`config.mk`:
```
export PLATFORM = sky130hd
export DESIGN_NAME = wb2axi4l_bridge
export DESIGN_NICKNAME = d
export VERILOG_FILES = /design/src/rtl/wb2axi4l_bridge.sv
export SDC_FILE = /design/constraint.sdc
export NUM_CORES = 1
export LEC_CHECK = 0
export CORE_MARGIN = 2
export CORE_UTILIZATION = 38
export DETAILED_ROUTE_END_ITERATION = 8
export PLACE_DENSITY_LB_ADDON = 0.15
export SKIP_CTS_REPAIR_TIMING = 1
export SLEW_MARGIN = 10
export SYNTH_ARGS = -nofsm -noshare
export SYNTH_HDL_FRONTEND = slang
export SYNTH_SLANG_ARGS = --single-unit
export TNS_END_PERCENT = 5
```
`constraint.sdc`:
```
create_clock -name wb_clk_i -period 2 [get_ports wb_clk_i]
set_clock_uncertainty 0.05 [all_clocks]
set_input_delay 0.2 -clock wb_clk_i [delete_from_list [all_inputs] [get_ports wb_clk_i]]
set_output_delay 0.2 -clock wb_clk_i [all_outputs]
set_load 0.02 [all_outputs]
```
`src/rtl/wb2axi4l_bridge.sv`:
```
// Wishbone B3 classic slave to AXI4-Lite master bridge.
// One outstanding transaction; registered outputs; response timeout.
module wb2axi4l_bridge #(
  parameter int unsigned ADDR_WIDTH     = 32,
  parameter int unsigned DATA_WIDTH     = 32,
  parameter logic [2:0]  AXI_PROT       = 3'b000,
  parameter int unsigned TIMEOUT_CYCLES = 1024
) (
  input  logic                    wb_clk_i,
  input  logic                    wb_rst_i,
  input  logic [ADDR_WIDTH-1:0]   wb_adr_i,
  input  logic [DATA_WIDTH-1:0]   wb_dat_i,
  input  logic [DATA_WIDTH/8-1:0] wb_sel_i,
  input  logic                    wb_we_i,
  input  logic                    wb_cyc_i,
  input  logic                    wb_stb_i,
  output logic [DATA_WIDTH-1:0]   wb_dat_o,
  output logic                    wb_ack_o,
  output logic                    wb_err_o,
  output logic [ADDR_WIDTH-1:0]   m_axi_awaddr,
  output logic [2:0]              m_axi_awprot,
  output logic                    m_axi_awvalid,
  input  logic                    m_axi_awready,
  output logic [DATA_WIDTH-1:0]   m_axi_wdata,
  output logic [DATA_WIDTH/8-1:0] m_axi_wstrb,
  output logic                    m_axi_wvalid,
  input  logic                    m_axi_wready,
  input  logic [1:0]              m_axi_bresp,
  input  logic                    m_axi_bvalid,
  output logic                    m_axi_bready,
  output logic [ADDR_WIDTH-1:0]   m_axi_araddr,
  output logic [2:0]              m_axi_arprot,
  output logic                    m_axi_arvalid,
  input  logic                    m_axi_arready,
  input  logic [DATA_WIDTH-1:0]   m_axi_rdata,
  input  logic [1:0]              m_axi_rresp,
  input  logic                    m_axi_rvalid,
  output logic                    m_axi_rready
);

  typedef enum logic [2:0] {
    IDLE,
    WR_ADDR,
    WR_RESP,
    RD_ADDR,
    RD_DATA
  } state_t;

  state_t      state;
  logic [31:0] tmo_cnt;
  logic        req;
  logic        aw_ok;
  logic        w_ok;
  logic        tmo_hit;

  assign m_axi_awprot = AXI_PROT;
  assign m_axi_arprot = AXI_PROT;

  // ack/err gating stops re-accepting the strobe still held in the ack cycle
  assign req   = wb_cyc_i & wb_stb_i & ~wb_ack_o & ~wb_err_o;
  assign aw_ok = ~m_axi_awvalid | m_axi_awready;
  assign w_ok  = ~m_axi_wvalid | m_axi_wready;

  assign tmo_hit = (TIMEOUT_CYCLES != 0) &&
                   (tmo_cnt == TIMEOUT_CYCLES - 1);

  always_ff @(posedge wb_clk_i) begin
    if (wb_rst_i) begin
      state         <= IDLE;
      tmo_cnt       <= '0;
      wb_dat_o      <= '0;
      wb_ack_o      <= 1'b0;
      wb_err_o      <= 1'b0;
      m_axi_awaddr  <= '0;
      m_axi_awvalid <= 1'b0;
      m_axi_wdata   <= '0;
      m_axi_wstrb   <= '0;
      m_axi_wvalid  <= 1'b0;
      m_axi_bready  <= 1'b0;
      m_axi_araddr  <= '0;
      m_axi_arvalid <= 1'b0;
      m_axi_rready  <= 1'b0;
    end else begin
      wb_ack_o <= 1'b0;
      wb_err_o <= 1'b0;
      unique case (state)
        IDLE: begin
          if (req) begin
            m_axi_awaddr <= wb_adr_i;
            m_axi_araddr <= wb_adr_i;
            m_axi_wdata  <= wb_dat_i;
            m_axi_wstrb  <= wb_sel_i;
            if (wb_we_i) begin
              m_axi_awvalid <= 1'b1;
              m_axi_wvalid  <= 1'b1;
              state         <= WR_ADDR;
            end else begin
              m_axi_arvalid <= 1'b1;
              state         <= RD_ADDR;
            end
          end
        end
        WR_ADDR: begin
          if (m_axi_awready) m_axi_awvalid <= 1'b0;
          if (m_axi_wready)  m_axi_wvalid  <= 1'b0;
          if (aw_ok && w_ok) begin
            m_axi_bready <= 1'b1;
            tmo_cnt      <= '0;
            state        <= WR_RESP;
          end
        end
        WR_RESP: begin
          if (m_axi_bvalid && m_axi_bready) begin
            m_axi_bready <= 1'b0;
            wb_ack_o     <= wb_cyc_i & ~m_axi_bresp[1];
            wb_err_o     <= wb_cyc_i & m_axi_bresp[1];
            state        <= IDLE;
          end else if (tmo_hit) begin
            m_axi_bready <= 1'b0;
            wb_err_o     <= wb_cyc_i;
            state        <= IDLE;
          end else begin
            tmo_cnt <= tmo_cnt + 32'd1;
          end
        end
        RD_ADDR: begin
          if (m_axi_arready) begin
            m_axi_arvalid <= 1'b0;
            m_axi_rready  <= 1'b1;
            tmo_cnt       <= '0;
            state         <= RD_DATA;
          end
        end
        RD_DATA: begin
          if (m_axi_rvalid && m_axi_rready) begin
            m_axi_rready <= 1'b0;
            wb_dat_o     <= m_axi_rdata;
            wb_ack_o     <= wb_cyc_i & ~m_axi_rresp[1];
            wb_err_o     <= wb_cyc_i & m_axi_rresp[1];
            state        <= IDLE;
          end else if (tmo_hit) begin
            m_axi_rready <= 1'b0;
            wb_err_o     <= wb_cyc_i;
            state        <= IDLE;
          end else begin
            tmo_cnt <= tmo_cnt + 32'd1;
          end
        end
        default: state <= IDLE;
      endcase
    end
  end

endmodule

```
* Word level (Yosys, flattened, before mapping)
Cells that the tools add are included.
** Word-level totals
- Bits in registers :: 142
- Bits of input ports :: 114
- Output and inout bits :: 145
- Logic and storage cells :: 101
** Cells by class
- $add $sub $neg :: 1
- Equality and inequality tests :: 16
- Muxes and demuxes :: 38
- Bitwise gates (word level) :: 15
- Reduce and logical (&&, ||, !) cells :: 18
** Operator list (number)
- $mux 32 :: 5
- $pmux 32 s4 :: 1
- $add 32x1->32 const B :: 1
- $eq 32x10->1 const B :: 1
- $mux 3 :: 6
- $ne 2x2->1 const B :: 9
- $mux 1 :: 17
- $pmux 3 s5 :: 1
- $pmux 1 s2 :: 7
- $reduce_and 4->1 :: 3
- $reduce_and 3->1 :: 3
- $reduce_bool 2->1 :: 4
- $and 1x1->1 :: 7
- $eq 3x2->1 const B :: 2
- $ne 3x3->1 const B :: 2
- $not 1->1 :: 6
- $reduce_and 5->1 :: 1
- $reduce_and 2->1 :: 2
- $reduce_bool 4->1 :: 1
- $eq 3x1->1 const B :: 1
- $eq 3x3->1 const B :: 1
- $logic_and 1x1->1 :: 3
- $logic_not 3->1 :: 1
- $mux 2 :: 1
- $or 1x1->1 :: 2

* Logic depth before layout (Yosys ltp)
Gate-level depths: netlist (run 1).
- Depth in word-level cells :: 5
- Mapped depth :: 9
- Depth with buffers taken out :: 6

* Worst setup path before layout (run 1)
No wires, ideal clock.
- Path type :: register to register
- Start :: register m_axi_wvalid
- End :: register tmo_cnt[25]
- Setup time :: 71 ps
- Arrival time :: 2020 ps
- Required time :: 1879 ps
- Slack :: -140 ps
- Cell stages (with the launch flop) :: 8
- Buffers on the path :: 1
- Clock period less this slack :: 2140 ps
- Path through :: dfxtp_1 nor2b_1 o311ai_4 nand3_2 o21a_4 buf_4 or4_1 a21oi_1
** Between the ends
- Word-level cells in the longest chain between the ends :: 5
** RTL lines
- from (decl) :: RTL line 26 : output logic m_axi_wvalid,
- from (signal assigned) :: RTL line 78 : m_axi_wvalid <= 1'b0;
- from (signal assigned) :: RTL line 95 : m_axi_wvalid <= 1'b1;
- from (signal assigned) :: RTL line 105 : if (m_axi_wready) m_axi_wvalid <= 1'b0;
- $not 1->1 :: RTL line 62 : assign w_ok = ~m_axi_wvalid | m_axi_wready;
- $or 1x1->1 :: RTL line 62
- $logic_and 1x1->1 :: RTL line 106 : if (aw_ok && w_ok) begin
- $ne 2x2->1 (no line)
- $reduce_and 5->1 (no line)
- to (signal assigned) :: RTL line 123 : tmo_cnt <= tmo_cnt + 32'd1;
- to (signal assigned) :: RTL line 146 : tmo_cnt <= tmo_cnt + 32'd1;
- to (decl) :: RTL line 50 : logic [31:0] tmo_cnt;
Every way passes these cells.
A chain may end at the register's enable or synchronous reset.

* Worst setup path in the final report (run 1)
- Start :: register m_axi_wvalid
- End :: register tmo_cnt[27]
Same word-level chain as after synthesis.

==> out/results.tsv, run 1 <==
metric	value	unit
status	finished with violations	
failing checks	negative setup slack	
GPL Wtd Cong	0.789	
crit-path cells	nor2b_4, o311ai_4, nand3_2, o21a_4, buf_6, or4_4, a21oi_2	
DP Worst Slack	-0.389	ns
kind of critical path	reg -> reg	
TritonCTS Buffers	17	
period utilization	1.03	
Max-Cap Viols	0	
1st-pass router iterations	4	
first-pass GRT wire length	28.3	mm
CP max stage delay	0.51	ns
Mapped Cells	754	
Setup crit start kind	register	
worst-margin pin slew	0.568	ns
die height	129	um
Layout Nets	1123	
DP Wirelength	12.6	mm
clk sinks	142	
DRC	0	
FF-to-FF Start	m_axi_wvalid	
PD cells	759	nW/um^2
# setup viols final	10	
Chip Width	129	um
io pins	259	
HP Class	in -> reg	
CTS Root Cell	clkbuf_16	
Power Total	7.24	mW
maximum VDD drop	0.547	mV
Slowest cell on crit path	or4_4	
CTS tree	yes	
vias in the first global route	5680	
hold depth	4	
leakage	3.34	nW
die area	16700	sq um
largest net degree at the start of global routing	113	
H-Tree Depth	4	
Synth Warn #	0	
Initial DRC Count	431	
CORE AREA	15300	sq um
overall routing resource usage	0.214	
Main synth FF type	dfxtp_1	
PortBufs	250	
mean post-synth cell area	7.89	sq um
Yosys reg bits	142	
CTS max path bufs	2	
EDFF count, synth	0	
Crit path arrival time	2.36	ns
final hold violations	0	
final worst slack	-0.0593	ns
Fill cells	1382	
Skew-Pair Late Insertion Delay	0.42	ns
RSZ-0062 raised after global routing	yes	
initial antenna violation count	0	
GR Overflow Total	0	
worst path required time	2.30	ns
Starting Density	0.390	
post-route ant nets	0	
Seq/Total Area, Yosys	0.478	
clock slew at reported path FFs	0.06	ns
Worst Hold Endpoint	tmo_cnt[7]	
Critical Path End Type	register	
Post-Syn Area	5950	sq um
Yosys cell types	45	
share of layout cells above drive strength 1	0.127	
R2R cell count	7	
min-delay src	wb_rst_i	
commonest non-fill, non-tap cell in the layout	clkdlybuf4s50_1	
Total Wirelength	18.2	mm
DR vias/cell	4.88	
most frequent cells in the layout	249 x clkdlybuf4s50_1, 222 x nand2_1, 138 x dfxtp_1	
routed length per instance	14.8	um
top fanout value on the critical path	6	
ys async rst share	0	
Slew Viols, Final	0	
Layout Area Growth over Synthesis	60.4	%
diode count	0	
worst rel slew slack	0.621	
Site Rows	45	
worst reg-to-reg setup slack	-0.06	ns
Period minus WS final	2.06	ns
reg2reg end	tmo_cnt[27]	
Final Util	0.626	
fmax	0.486	GHz
via count	6011	
## how the worst max path moves through the flow
stage                        startpoint  slack (ns)  cells past startpoint     endpoint
after floorplan           m_axi_awvalid       -0.05                      7  tmo_cnt[27]
after global placement    m_axi_awready       -0.34                      7  tmo_cnt[15]
after detailed placement  m_axi_awready       -0.39                      7  tmo_cnt[15]
after CTS                   tmo_cnt[26]       -0.26                      7  tmo_cnt[31]
after global routing       m_axi_wvalid       -0.14                      7  tmo_cnt[17]
final                      m_axi_wvalid       -0.06                      7  tmo_cnt[27]
## worst max-delay path: cells and delay by family, from the launching register on
kind,cells,cell delay (ns)
buf+inv,1,0.13
compound gates,3,0.68
simple gates,3,0.82
flops,1,0.32
## cell type report
type	count	area, sq um	area share
multi-input combinational	528	2730	0.286
clock buffer	21	482	0.0505
timing repair buffer	316	3080	0.322
tap	211	264	0.0277
inverter	3	11.3	0.00118
clock inverter	11	128	0.0134
sequential	142	2850	0.299
## kinds of logic (layout without fill, tap and decap cells)
group,count (synthesis),in the layout,synth area share
fa+ha+maj,1,1,0.00210
compound gates,180,181,0.170
other cells,1,6,0.000630
flops,142,142,0.478
xor+xnor,4,4,0.00589
simple gates,333,333,0.255
mux,3,3,0.00568
buf+inv,90,351,0.0839
## registers in the layout, indices dropped and copies added, names as in the netlist, 3 cells and up
| name | flops |
|---|---|
| tmo_cnt | 32 |
| m_axi_araddr | 32 |
| m_axi_wstrb | 4 |
| state | 3 |
| m_axi_wdata | 32 |
| wb_dat_o | 32 |
## through the flow
step	hold WS [ns]	cell area, sq um	setup TNS (ns)	instances
2_1_floorplan	0.238	5990	-0.181	759
3_3_place_gp	0.391	8800	-6.16	1193
3_5_place_dp	0.396	8800	-7.50	1193
4_1_cts	0.174	9410	-1.77	1225
5_1_grt	0.216	9540	-2.94	1232
6_report	0.193	9540	-0.309	1232
## per-layer routing
layer  vias up  track usage  part of all wire  routed length [um]
met5         -            0                 0                   0
met4         0       0.0774             0.016                 291
met3        20       0.0809             0.081                1470
met2       181        0.360              0.49                8910
met1      2769        0.249              0.41                7510
li1       3041            -                 -                   -
## cells in the mapped netlist, types with 3 or more instances
master    count  area, sq um
nand2_1     222          833
dfxtp_1     142         2840
a21oi_1     135          676
clkbuf_1     42          158
buf_4        40          300
nor2_1       20         75.1
o21ai_0      17         85.1
nand4_1      15         93.8
or3_1        14         87.6
nand3_1      12         60.1
o31ai_1      12         90.1
or4_1        12         90.1
and3_1        6         37.5
nor4_1        6         37.5
nor2b_1       5         31.3
nor3_1        5         25.0
nor3b_1       4         30.0
xnor2_1       4         35.0
and2_1        3         18.8
and4_1        3         26.3
buf_2         3         15.0
inv_1         3         11.3
mux2_2        3         33.8
## where the power goes
| part | switching (mW) | total [mW] | internal (mW) | leakage, nW |
|---|---|---|---|---|
| clock | 1.24 | 3.23 | 1.99 | 0.292 |
| sequential | 0.0568 | 2.97 | 2.92 | 1.15 |
| combinational | 0.504 | 1.04 | 0.540 | 1.90 |
(Power assumes the default switching activity.)
==> run 2: changes to the inputs <==
- CTS_CLUSTER_SIZE: not set -> 28
==> results of run 2 <==
No change in the layout: final DEF, timing and power equal those of run 1.
